**src/rtl/relay_framer.sv**
```systemverilog
// relay_framer: relay frame controller for the hi_simulate relay path.
// Samples the decoded relay bitstream on a divided symbol tick, tracks reader/tag
// frames through IDLE/LISTEN/MOD and drives mod_type to the modulation front end.
// Optional feature macro: RELAY_FRAME_STATS_EN enables the completed-frame counter;
// without it frame_count is tied to zero and no counter flops are built.
module relay_framer #(
  parameter int               DIV_BITS       = 4,
  parameter int               BUF_W          = 20,
  parameter int               DATA_TAP       = 3,
  parameter int               MAX_FRAME_BITS = 1024,
  parameter logic [BUF_W-1:0] RD_START       = 20'h0000c,
  parameter logic [BUF_W-1:0] RD_END_A       = 20'h00000,
  parameter logic [BUF_W-1:0] RD_END_B       = 20'hc0000,
  parameter logic [BUF_W-1:0] TG_START       = 20'h0000f,
  parameter int               TG_END_LEN     = 12
) (
  input  logic        clk,
  input  logic        reset,
  input  logic [2:0]  relay_mode,
  input  logic        data_in,
  input  logic        relay_raw,
  output logic [2:0]  mod_type,
  output logic        data_out,
  output logic        relay_gate,
  output logic        frame_active,
  output logic        frame_timeout,
  output logic [15:0] frame_count
);

  localparam int                  FB_W    = $clog2(MAX_FRAME_BITS + 1);
  localparam logic [FB_W-1:0]     FB_MAX  = FB_W'(MAX_FRAME_BITS);
  localparam logic [DIV_BITS-1:0] TICK_AT = DIV_BITS'(2 ** (DIV_BITS - 1));

  localparam logic [2:0] MODE_READER   = 3'b101;
  localparam logic [2:0] MODE_TAG      = 3'b110;
  localparam logic [2:0] MT_SNIFFER    = 3'b000;
  localparam logic [2:0] MT_TAG_LISTEN = 3'b001;
  localparam logic [2:0] MT_TAG_MOD    = 3'b010;
  localparam logic [2:0] MT_RDR_LISTEN = 3'b011;
  localparam logic [2:0] MT_RDR_MOD    = 3'b100;

  typedef enum logic [1:0] {
    ST_IDLE   = 2'b00,
    ST_LISTEN = 2'b01,
    ST_MOD    = 2'b10
  } state_t;

  state_t              r_state;
  logic [DIV_BITS-1:0] r_div_cnt;
  logic [BUF_W-1:0]    r_buf;
  logic [2:0]          r_phase;
  logic [FB_W-1:0]     r_fbits;
  logic [2:0]          r_mode;
  logic [2:0]          r_mod_type;
  logic                r_frame_active;
  logic                r_frame_timeout;

  logic                w_tick;
  logic                w_mode_active;
  logic                w_mode_drop;
  logic                w_reader;
  logic [BUF_W-1:0]    w_buf_nxt;
  logic [2:0]          w_phase_nxt;
  logic [FB_W-1:0]     w_fbits_nxt;
  logic                w_start_hit;
  logic                w_end_match;
  logic                w_end_hit;

  // The tick lands mid-way through the divider period.
  assign w_tick        = (r_div_cnt == TICK_AT);
  // Any non-active mode, or a switch between active modes, forces a pass through IDLE.
  assign w_mode_active = (relay_mode == MODE_READER) || (relay_mode == MODE_TAG);
  assign w_mode_drop   = !w_mode_active || ((r_state != ST_IDLE) && (relay_mode != r_mode));
  assign w_reader      = (r_mode == MODE_READER);
  // Pattern matches look at the buffer as it will be after this tick's shift.
  assign w_buf_nxt     = {r_buf[BUF_W-2:0], data_in};
  assign w_phase_nxt   = r_phase + 3'd1;
  assign w_fbits_nxt   = (r_fbits == FB_MAX) ? r_fbits : (r_fbits + FB_W'(1));
  // Frames may only close on a byte boundary of the post-increment phase.
  assign w_end_hit     = (w_phase_nxt == 3'd0) && w_end_match;

  // Select start/end pattern matching for the latched mode.
  always_comb begin
    w_start_hit = 1'b0;
    w_end_match = 1'b0;
    if (w_reader) begin
      w_start_hit = (w_buf_nxt == RD_START);
      w_end_match = (w_buf_nxt == RD_END_A) || (w_buf_nxt == RD_END_B);
    end else begin
      w_start_hit = (w_buf_nxt == TG_START);
      w_end_match = (w_buf_nxt[TG_END_LEN-1:0] == '0);
    end
  end

  // Free-running symbol divider.
  always_ff @(posedge clk) begin
    if (!reset) begin
      r_div_cnt <= '0;
    end else begin
      r_div_cnt <= r_div_cnt + DIV_BITS'(1);
    end
  end

  // Frame state machine with its registered outputs and receive datapath.
  always_ff @(posedge clk) begin
    if (!reset) begin
      r_state         <= ST_IDLE;
      r_buf           <= '0;
      r_phase         <= 3'd0;
      r_fbits         <= '0;
      r_mode          <= 3'b000;
      r_mod_type      <= MT_SNIFFER;
      r_frame_active  <= 1'b0;
      r_frame_timeout <= 1'b0;
    end else if (w_mode_drop) begin
      r_state         <= ST_IDLE;
      r_mod_type      <= MT_SNIFFER;
      r_frame_active  <= 1'b0;
      r_frame_timeout <= 1'b0;
    end else if (r_state == ST_IDLE) begin
      r_state         <= ST_LISTEN;
      r_mode          <= relay_mode;
      r_mod_type      <= (relay_mode == MODE_READER) ? MT_RDR_LISTEN : MT_TAG_LISTEN;
      r_frame_active  <= 1'b0;
      r_frame_timeout <= 1'b0;
    end else if (w_tick) begin
      r_buf           <= w_buf_nxt;
      r_phase         <= w_phase_nxt;
      r_frame_timeout <= 1'b0;
      case (r_state)
        ST_LISTEN: begin
          if (w_start_hit) begin
            r_state        <= ST_MOD;
            r_mod_type     <= w_reader ? MT_RDR_MOD : MT_TAG_MOD;
            r_frame_active <= 1'b1;
            r_phase        <= 3'd0;
            r_fbits        <= '0;
          end else begin
            r_state <= ST_LISTEN;
          end
        end
        ST_MOD: begin
          r_fbits <= w_fbits_nxt;
          if (w_end_hit) begin
            r_state        <= ST_LISTEN;
            r_mod_type     <= w_reader ? MT_RDR_LISTEN : MT_TAG_LISTEN;
            r_frame_active <= 1'b0;
          end else if (w_fbits_nxt == FB_MAX) begin
            r_state         <= ST_LISTEN;
            r_mod_type      <= w_reader ? MT_RDR_LISTEN : MT_TAG_LISTEN;
            r_frame_active  <= 1'b0;
            r_frame_timeout <= 1'b1;
          end else begin
            r_state <= ST_MOD;
          end
        end
        default: begin
          r_state        <= ST_IDLE;
          r_mod_type     <= MT_SNIFFER;
          r_frame_active <= 1'b0;
        end
      endcase
    end else begin
      r_frame_timeout <= 1'b0;
    end
  end

`ifdef RELAY_FRAME_STATS_EN
  logic        w_frame_done;
  logic [15:0] r_frame_count;

  // A frame counts only when it closes on an end pattern, never on timeout.
  assign w_frame_done = !w_mode_drop && (r_state == ST_MOD) && w_tick && w_end_hit;

  // Completed-frame counter, wraps naturally at 16 bits.
  always_ff @(posedge clk) begin
    if (!reset) begin
      r_frame_count <= 16'h0000;
    end else if (w_frame_done) begin
      r_frame_count <= r_frame_count + 16'h0001;
    end else begin
      r_frame_count <= r_frame_count;
    end
  end

  assign frame_count = r_frame_count;
`else
  assign frame_count = 16'h0000;
`endif

  assign mod_type      = r_mod_type;
  assign data_out      = r_buf[DATA_TAP];
  assign relay_gate    = relay_raw & (r_state != ST_MOD);
  assign frame_active  = r_frame_active;
  assign frame_timeout = r_frame_timeout;

endmodule

```
**config.mk**
```make
export PLATFORM = sky130hd
export DESIGN_NAME = relay_framer
export DESIGN_NICKNAME = d
export VERILOG_FILES = /design/src/rtl/relay_framer.sv
export SDC_FILE = /design/constraint.sdc
export NUM_CORES = 1
export LEC_CHECK = 0
export ABC_AREA = 0
export BUFFER_PORTS_ARGS = -buffer_cell sky130_fd_sc_hd__buf_2
export CAP_MARGIN = 20
export CORE_UTILIZATION = 30
export DETAILED_ROUTE_END_ITERATION = 8
export HOLD_SLACK_MARGIN = 0.02
export PLACE_DENSITY = 0.56
export SLEW_MARGIN = 40
export SYNTH_ARGS = -nofsm -noshare
export SYNTH_HDL_FRONTEND = slang
export SYNTH_SLANG_ARGS = --single-unit
export TNS_END_PERCENT = 30
```
**constraint.sdc**
```tcl
create_clock -name clk -period 3.3 [get_ports clk]
set_clock_uncertainty 0.2 [all_clocks]
set_input_delay 0.66 -clock clk [delete_from_list [all_inputs] [get_ports clk]]
set_output_delay 0.66 -clock clk [all_outputs]
set_load 0.01 [all_outputs]
```
==> impl_metrics.csv, run 1 <==
group,metric,value,unit
floorplanning,dieArea,0.00949,sq mm
clocking,post-cts-setup-buffers,0,
synthesis,netlist.area_leader.share,34.5,%
worst_setup_path,crit_type,"flop to flop",
global_routing,overflow,0,
synthesis,yosysSeqAreaShare,34.5,%
place,gp_congestion,0.772,
route,wire_per_inst,12.4,um
global_routing,antenna_found_initial,0,
synthesis,yosys_warnings,0,
timing,min_period,2730,ps
timing,grt_setup_unrepaired,"no",
finish,n_antenna_cell,0,
timing,slew-limit-headroom,61.9,%
run_status,status,"completed",
synthesis,synth-seq-cells,47,
clocking,cts_root_buf,"clkbuf_8",
synthesis,synth_area,0.00273,sq mm
place,dpl.hpwl,4.02,mm
global_routing,grt_util_all_layers,12.5,%
clocking,hold_buffers,0,
worst_setup_path,path_cells,"nor4_1 > nand3_1 > o31ai_1 > nand3_1 > buf_4 > nor2_1 > o2bb2ai_1 > and2_1",
clocking,cts_buffers,5,
synthesis,muxShareOfSynthArea,1.88,%
synthesis,synthDistinctLibCells,50,
place,dp_cells,447,
synthesis,synthAdderAreaFrac,4.12,%
worst_setup_path,slowest_stage,"nor4_1",
finish,finalNetCount,362,
place,io_buffers,13,
timing,finalHoldViolations,0,
floorplanning,pin_count,30,
worst_setup_path,cp.required,3350,ps
global_routing,grt_pass1_vias,2132,
clocking,clock_latency,320,ps
route,wl,5.63,mm
synthesis,synth_common_cells,"nand2_1 (61), dfxtp_1 (47), a21boi_0 (21), nor2_1 (21), buf_4 (17)",
route,num_vias,2234,
route,drt_iter0_drc,77,
job,drv_cap,0,
route,vias_per_cell,4.91,
floorplanning,die_h,97.4,um
finish,regArea,941,sq um
synthesis,synth.most_common_cell,"nand2_1",
worst_setup_path,crit_top_cell,"nand3_1",
finish,layoutNonFillerInstCount,455,
floorplanning,coreArea,0.00876,sq mm
finish,area_growth,5.82,%
synthesis,synth.avg_cell_area,7.98,sq um
timing,tightest_slew,566,ps
min_path,hold_path.class,"flop to flop",
route,ant_nets,0,
clocking,post_cts_resized,0,
timing,drv_slew,0,
finish,drive_gt1_share,10.7,%
clocking,clkSinkCount,47,
timing,finalCritPeriodShare,82.7,%
power,powerDensity,357,mW/mm^2
synthesis,ys.flop_type,"dfxtp_1",
synthesis,async_flop_share,0,%
synthesis,netlist_top_cells_area,"dfxtp_1 (34%), nand2_1 (8.4%), a21boi_0 (5.8%), buf_4 (4.7%), ha_1 (4.1%)",
clocking,cts_buffer_depth,2,
worst_setup_path,worstPathArrival,2780,ps
floorplanning,fp-row-count,34,
route,firstDrtPassIters,4,
clocking,path_clk_slew,110,ps
power,ir_drop,0.178,mV
clocking,htree_num_levels,2,
synthesis,synth_top_cell_by_area,"dfxtp_1",
global_routing,grt_pass1_wl,9.67,mm
timing,setup_tns,0,ps
clocking,cts_tree,"built",
route,drc,0,
synthesis,synth_top_family_by_area,"simple AND/OR/NAND/NOR gates",
finish,multi_input_area,0.00158,sq mm
power,leakage,1.09,nW
worst_setup_path,cp-end-kind,"flop",
synthesis,yosys.area_share.simple,28.3,%
synthesis,synth_edf_count,0,
worst_setup_path,crit_fanout,11,
worst_setup_path,cpPeakStageDelay,510,ps
timing,setup_violations,0,
synthesis,syn_inst,342,
worst_setup_path,critPathLaunchType,"flop",
synthesis,synth_xor_area_share,2.57,%
finish,fillers,923,
floorplanning,dieWidth,97.4,um
synthesis,synth-compound-area-share,18.7,%
global_routing,grt_start_max_net_pins,29,
timing,max_freq,367,MHz
floorplanning,initial_utilization,31.2,%
## path summary, 6_finish.rpt
path / startpoint / endpoint / cells past startpoint / slack, ps
hold / removal: r_buf[9] / r_buf[10] / 2 / 280
setup / recovery: r_buf[13] / r_fbits[1] / 8 / 570
hold reg to reg: r_buf[9] / r_buf[10] / 2 / 280
setup reg to reg: r_buf[13] / r_fbits[1] / 8 / 570
## placed cells by master (no fill, tap or decap), types with 2 or more instances in the layout
cell type	synthesis	final
and3_1	5	5
and2_1	11	11
buf_2	3	13
a21boi_0	21	21
nand4_1	4	4
xor2_1	2	2
a31oi_1	2	2
nor4bb_1	4	4
o21ai_1	2	2
o211a_1	2	2
a21oi_1	14	14
nor3b_1	2	2
nor2_1	21	21
buf_4	17	5
or3_1	2	2
clkbuf_8	0	5
nand3_1	8	8
or2_1	2	2
o21ai_0	15	15
nor3_1	6	6
nor3_2	2	2
a211oi_1	4	4
o21a_1	2	2
nand2_1	61	61
nor2b_1	8	8
inv_6	0	2
or2_2	2	2
mux2i_1	4	4
ha_1	9	9
inv_1	10	10
o2bb2ai_1	2	2
conb_1	1	16
nor4_1	8	8
xnor2_1	6	6
dfxtp_1	47	47
nand3b_1	3	3
## worst max-delay path: cells and delay by family, from the launching register on
family | cells | cell delay, ps
and+or+nand+nor | 5 | 1280
AOI/OAI and AO/OA | 2 | 630
buffers and inverters | 1 | 210
DFF | 1 | 340
## per-stage QoR
stage / instance area (sq um) / worst slack (ps) / hold WS [ps] / util [%] / total power, mW
final: 2890 / 572 / 276 / 33.0 / 1.03
after global routing: 2890 / 386 / 303 / 33.0 / 1.08
after CTS: 2890 / 653 / 282 / 33.0 / 1.05
after detailed placement: 2790 / 583 / 256 / 31.9 / 0.652
after global placement: 2790 / 574 / 255 / 31.9 / 0.651
after floorplan: 2790 / 809 / 237 / - / 0.649
## cell families after synthesis
group                      after synthesis
muxes                                    5
buffers and inverters                   46
and+or+nand+nor                        152
adders and majority gates                9
xor gates and xnor gates                 8
AOI/OAI and AO/OA                       74
DFF                                     47
other                                    1
## state kept, by name, indices dropped and copies added, names as in the netlist
register       count
r_fbits           11
frame_timeout      1
frame_active       1
r_phase            3
r_buf             19
r_mode             3
r_state            2
mod_type           3
r_div_cnt          4
## metal layers
| layer | up-vias | routed length, um | part of all wire [%] | track usage [%] |
|---|---|---|---|---|
| met5 | - | 0 | 0 | 0 |
| met4 | 0 | 116 | 2.1 | 6.11 |
| met3 | 11 | 236 | 4.2 | 2.45 |
| met2 | 53 | 2390 | 42 | 19.1 |
| met1 | 1023 | 2890 | 51 | 16.9 |
| li1 | 1147 | - | - | - |
## where the power goes
group,switching (mW),internal [mW]
sequential,0.00659,0.575
combinational,0.0357,0.0223
clock,0.233,0.161
## cell type report
type	count	share of cell area, %
clock buffer	5	2.38
tap	108	4.68
inverter	10	1.30
clock inverter	3	0.996
multi-input combinational	264	54.5
timing repair buffer	18	3.55
sequential	47	32.6
(Power assumes the default switching activity.)
==> run 2: changes to the inputs <==
Settings changed: ABC_AREA 0 to 1.
Clock period 3.3 ns to 2.8 ns, I/O delays scaled along.
==> run 2 against run 1 <==
Net effect: sequential share of layout area fell by 1.6 points; power rose by 13%; synthesized cell count rose by 23%; first-iteration DRC count rose by 2.6%; critical path depth rose by 6; synthesized area rose by 3.5%; sequential cell count did not move; largest power group unchanged; setup slack improved by 29 ps; sequential power rose by 17%.
==> impl_metrics.csv, run 2 <==
group,metric,value,unit
synthesis,ys.flop_type,"dfxtp_1",
clocking,clock_latency,300,ps
place,dp_cells,537,
worst_setup_path,r2r_setup_slack,600,ps
synthesis,yosysSeqAreaShare,33.3,%
route,vias_per_cell,4.73,
finish,top_register,"r_buf",
synthesis,netlist_top_cells_area,"dfxtp_1 (33%), nand2_1 (11%), inv_1 (7.4%), nor2_1 (6.6%), nand3_1 (6.6%)",
worst_setup_path,critPathLaunchType,"flop",
clocking,path_clk_slew,80,ps
floorplanning,coreArea,0.00920,sq mm
synthesis,synth_edf_count,0,
floorplanning,fp-row-count,35,
clocking,clkSinkCount,47,
finish,largest_reg_flops,19,
route,wl,6.15,mm
power,ir_drop,0.179,mV
synthesis,synth.most_common_cell,"nand2_1",
worst_setup_path,crit_top_cell,"nand2_1",
run_status,status,"completed",
finish,n_antenna_cell,0,
timing,finalHoldViolations,0,
synthesis,synthDistinctLibCells,29,
global_routing,grt_util_met3,2.77,%
place,io_buffers,13,
finish,layout_commonest_cell,"nand2_1",
clocking,cts_root_buf,"clkbuf_8",
finish,final_cell_mix,"nand2_1 (81), inv_1 (56), nor2_1 (50)",
clocking,htree_num_levels,2,
worst_setup_path,reg2reg_from,"r_fbits[0]",
clocking,cts_buffers,5,
timing,tightest_slew,548,ps
floorplanning,dieArea,0.00981,sq mm
route,firstDrtPassIters,4,
place,dpl.hpwl,4.67,mm
worst_setup_path,cp.required,2820,ps
synthesis,synth_common_cells,"nand2_1 (81), inv_1 (56), nor2_1 (50)",
worst_setup_path,path_cells,"inv_1 > ha_1 > nand2_1 > nor2_1 > nand2_1 > nand2_1 > nand3_1 > nor2_1 > nand3_2 > nand2_1 > nand2_1 > nand2_1 > nand2_1 > a21oi_1",
worst_setup_path,slowest_stage,"dfxtp_1",
timing,min_period,2200,ps
finish,finalNetCount,449,
synthesis,synth_area,0.00283,sq mm
timing,finalCritPeriodShare,78.5,%
timing,slew-limit-headroom,63.3,%
route,drc,0,
clocking,cts_tree,"built",
floorplanning,die_h,99.1,um
synthesis,synth_top_cell_by_area,"dfxtp_1",
synthesis,synth-seq-cells,47,
timing,drv_slew,0,
route,num_vias,2574,
synthesis,yosys_warnings,0,
clocking,hold_buffers,0,
finish,drive_gt1_share,9.70,%
timing,setup_violations,0,
finish,layoutNonFillerInstCount,544,
timing,max_freq,455,MHz
worst_setup_path,r2r-end,"r_state[0]",
power,power.total,1.17,mW
global_routing,grt_use_met2,23.0,%
worst_setup_path,crit_fanout,5,
global_routing,antenna_found_initial,0,
worst_setup_path,cp-end-kind,"flop",
worst_setup_path,cpPeakStageDelay,340,ps
power,powerDensity,386,mW/mm^2
global_routing,grt-busiest-layer,"met2",
global_routing,grt_util_all_layers,13.2,%
worst_setup_path,crit_type,"flop to flop",
floorplanning,initial_utilization,30.7,%
min_path,hold_path_end,"r_div_cnt[0]",
power,leakage,1.34,nW
min_path,worstHoldStart,"r_div_cnt[0]",
route,ant_nets,0,
timing,grt_setup_unrepaired,"no",
global_routing,grt_pass1_wl,10.6,mm
worst_setup_path,worstPathArrival,2220,ps
clocking,post_cts_resized,0,
clocking,post-cts-setup-buffers,0,
synthesis,async_flop_share,0,%
global_routing,globalRouteMet1Util,16.7,%
global_routing,grt_pass1_vias,2388,
worst_setup_path,rr_worst_depth,14,
route,wire_per_inst,11.3,um
place,gp_congestion,0.896,
floorplanning,pin_count,30,
clocking,cts_buffer_depth,2,
min_path,min_path_cells,1,
global_routing,overflow,0,
synthesis,syn_inst,422,
synthesis,synth.avg_cell_area,6.70,sq um
min_path,hold_path.class,"flop to flop",
synthesis,netlist.area_leader.share,33.3,%
finish,area_growth,7.39,%
job,drv_cap,0,
floorplanning,dieWidth,99.1,um
global_routing,grt_start_max_net_pins,29,
route,drt_iter0_drc,79,
finish,largest_registers,"r_buf x19, r_fbits x11, r_div_cnt x4",
timing,setup_tns,0,ps
[run 2: report_power, final]
group	internal, mW	switching, mW	total [mW]
registers	0.676	0.00643	0.682
clock network	0.194	0.219	0.413
logic	0.0236	0.0515	0.0750
[run 2: how the worst max path moves through the flow]
stage               slack [ps]          end  cells after the start  startpoint
floorplan                  890  mod_type[1]                     13  r_fbits[0]
global placement           580  mod_type[1]                     10  r_fbits[1]
detailed placement         580   r_phase[0]                     10  r_state[0]
CTS                        590   r_phase[0]                     10  r_state[0]
global route               340   r_state[0]                     14  r_fbits[0]
finish                     600   r_state[0]                     14  r_fbits[0]
[run 2: layout make-up]
cell class                      count  area, sq um
Multi-Input combinational cell    304         1550
Fill cell                        1009         6160
Sequential cell                    47          941
Inverter                           57          214
Clock buffer                        6         82.6
Tap cell                          111          139
Clock inverter                      1         5.00
Timing Repair Buffer               18          103
[run 2: critical path, delay by kind of cell (launching register included)]
kind,cells,cell delay [ps]
simple gates,11,1140
flops,1,340
fa+ha+maj,1,210
buf+inv,1,140
compound gates,1,120
[run 2: layer usage]
| layer | vias to the layer above | part of all wire [%] |
|---|---|---|
| met2 | 51 | 47 |
| met5 | - | 0 |
| met4 | 0 | 1.1 |
| met1 | 1163 | 49 |
| li1 | 1352 | - |
| met3 | 8 | 3.4 |
[run 2: cells by family (layout without fill, tap and decap cells)]
group	after synthesis	count (layout)	share of synthesized area, %
AO/OA/AOI/OAI	70	70	13.7
adder cells (fa/ha/maj)	9	9	3.98
other	1	16	0.133
buffers and inverters	86	82	13.8
XOR/XNOR	7	7	2.17
flip-flops	47	47	33.3
multiplexers	1	1	0.354
AND/OR/NAND/NOR	201	201	32.6
[run 2: stage by stage]
step	hold WS (ps)	setup slack, ps	utilization [%]	instance area (sq um)
floorplan	230	888	-	2880
global route	285	342	33.0	3040
finish	265	601	33.0	3040
global placement	245	583	32.1	2950
detailed placement	253	584	32.1	2950
CTS	268	592	33.0	3040
==> run 3: changes to the inputs <==
Settings changed: PLACE_DENSITY 0.56 to 0.58.
Clock period 2.8 ns to 2 ns, I/O delays scaled along.
==> run 3 against run 2 <==
Net effect: the run now ends with DRC, setup timing left; maximum frequency up 8.7%; power up 46%; setup slack got worse by 620 ps; first-iteration DRC count grew 2.5%; cell count grew 6.4%; clock-buffer cell count is 1 lower; sequential share of layout area decreased by 4.2 points; die area unchanged; global-route usage grew 1.1 points; critical path depth decreased by 1; sequential cell count did not move; design area increased by 18%.
==> impl_metrics.csv, run 3 (synthesis gave the netlist of run 2 again) <==
group,metric,value,unit
finish,n_antenna_cell,0,
run_status,violations,"DRC, setup timing",
finish,finalNetCount,483,
clocking,cts_buffer_depth,2,
worst_setup_path,cp.required,2050,ps
clocking,path_clk_slew,100,ps
floorplanning,dieWidth,99.1,um
finish,layoutNonFillerInstCount,579,
route,vias_per_cell,4.77,
global_routing,overflow,0,
floorplanning,coreArea,0.00920,sq mm
timing,tightest_slew,558,ps
timing,drv_slew,0,
power,powerDensity,477,mW/mm^2
route,wl,7.23,mm
clocking,cts_tree,"built",
floorplanning,fp-row-count,35,
run_status,status,"finished, violations left",
timing,whs,198,ps
min_path,hold_path.class,"primary input to flop",
clocking,cts_root_buf,"clkbuf_8",
worst_setup_path,worstPathArrival,2080,ps
finish,layout_commonest_cell,"nand2_1",
job,drv_cap,0,
power,ir_drop,0.280,mV
finish,fin_util,39.0,%
route,drt_iter0_drc,81,
floorplanning,dieArea,0.00981,sq mm
timing,slew-limit-headroom,62.6,%
timing,min_period,2020,ps
timing,finalHoldViolations,0,
global_routing,antenna_found_initial,0,
worst_setup_path,crit_type,"flop to flop",
route,wire_per_inst,12.5,um
timing,fin_ws,-23.9,ps
place,dp_cells,561,
floorplanning,pin_count,30,
place,dpl.hpwl,5.05,mm
clocking,clock_latency,320,ps
timing,setup_violations,1,
route,firstDrtPassIters,6,
place,dp_slack,-140,ps
timing,max_freq,494,MHz
route,drc,2,
global_routing,grt_pass1_wl,11.3,mm
finish,largest_registers,"r_buf x19, r_fbits x11, r_div_cnt x4",
clocking,cts_buffers,5,
finish,drive_gt1_share,28.8,%
place,io_buffers,13,
global_routing,grt_pass1_vias,2483,
floorplanning,initial_utilization,30.7,%
route,ant_nets,0,
timing,grt_setup_unrepaired,"yes",
worst_setup_path,cp-end-kind,"flop",
worst_setup_path,critPathLaunchType,"flop",
power,leakage,1.56,nW
clocking,clkSinkCount,47,
global_routing,grt_util_all_layers,14.3,%
global_routing,grt_start_max_net_pins,30,
finish,largest_reg_flops,19,
route,num_vias,2761,
finish,top_register,"r_buf",
place,gp_congestion,0.923,
timing,finalCritPeriodShare,101,%
worst_setup_path,crit_fanout,5,
clocking,htree_num_levels,2,
floorplanning,die_h,99.1,um
finish,final_cell_mix,"nand2_1 (70), inv_1 (49), nor2_1 (40)",
finish,area_growth,26.7,%
-- run 3: metal layers --
layer | global-route usage [%] | wire length, um | vias up
met3 | 2.77 | 251 | 10
met2 | 24.5 | 3490 | 56
met4 | 3.62 | 87 | 0
met1 | 18.6 | 3390 | 1269
li1 | - | - | 1426
met5 | 0 | 0 | -
-- run 3: cell type report --
class | count | area (sq um)
well taps | 111 | 139
clock inverters | 3 | 22.5
multi-input cells | 304 | 1770
flip-flops and latches | 47 | 961
clock buffers | 5 | 68.8
repair buffers | 52 | 403
fillers | 972 | 5610
inverters | 57 | 219
-- run 3: timing repair --
action,4_1_cts,5_1_grt
hold buffers,0,0
buffers inserted,0,9
resized for setup,12,70
pin swaps,2,32
gates cloned,0,1
endpoints found under the setup margin,14,18
-- run 3: worst max-delay path, cell delays in order (launching register included) --
cell and delay [ps]:
dfxtp_4 400, ha_4 160, nand3_4 110, nor2_4 130, nand4_1 110, nand2_1 90, nand2_1 70, nor2_2 130
nand3_2 120, nand3_4 120, nand2_4 80, nand3b_4 80, nand2_2 60, nor2_2 110
-- run 3: path summary, 6_finish.rpt --
path,to,startpoint,slack (ps),cells past startpoint
setup / recovery,mod_type[1],r_fbits[0],-20,13
hold / removal,r_buf[0],data_in,200,3
setup reg to reg,mod_type[1],r_fbits[0],-20,13
hold reg to reg,mod_type[0],mod_type[0],260,2
-- run 3: power breakdown --
group          internal, mW  total (mW)  switching, mW
combinational        0.0471       0.131         0.0841
sequential            0.945       0.956         0.0107
clock                 0.254       0.622          0.368
total                  1.25        1.71          0.463
-- run 3: stage by stage --
step	setup TNS, ps	total power, mW	area [sq um]
3_3_place_gp	-93.3	1.09	3130
6_report	-23.9	1.71	3580
3_5_place_dp	-490	1.09	3130
5_1_grt	-780	1.79	3580
2_1_floorplan	0	1.08	2880
4_1_cts	-21.3	1.71	3260
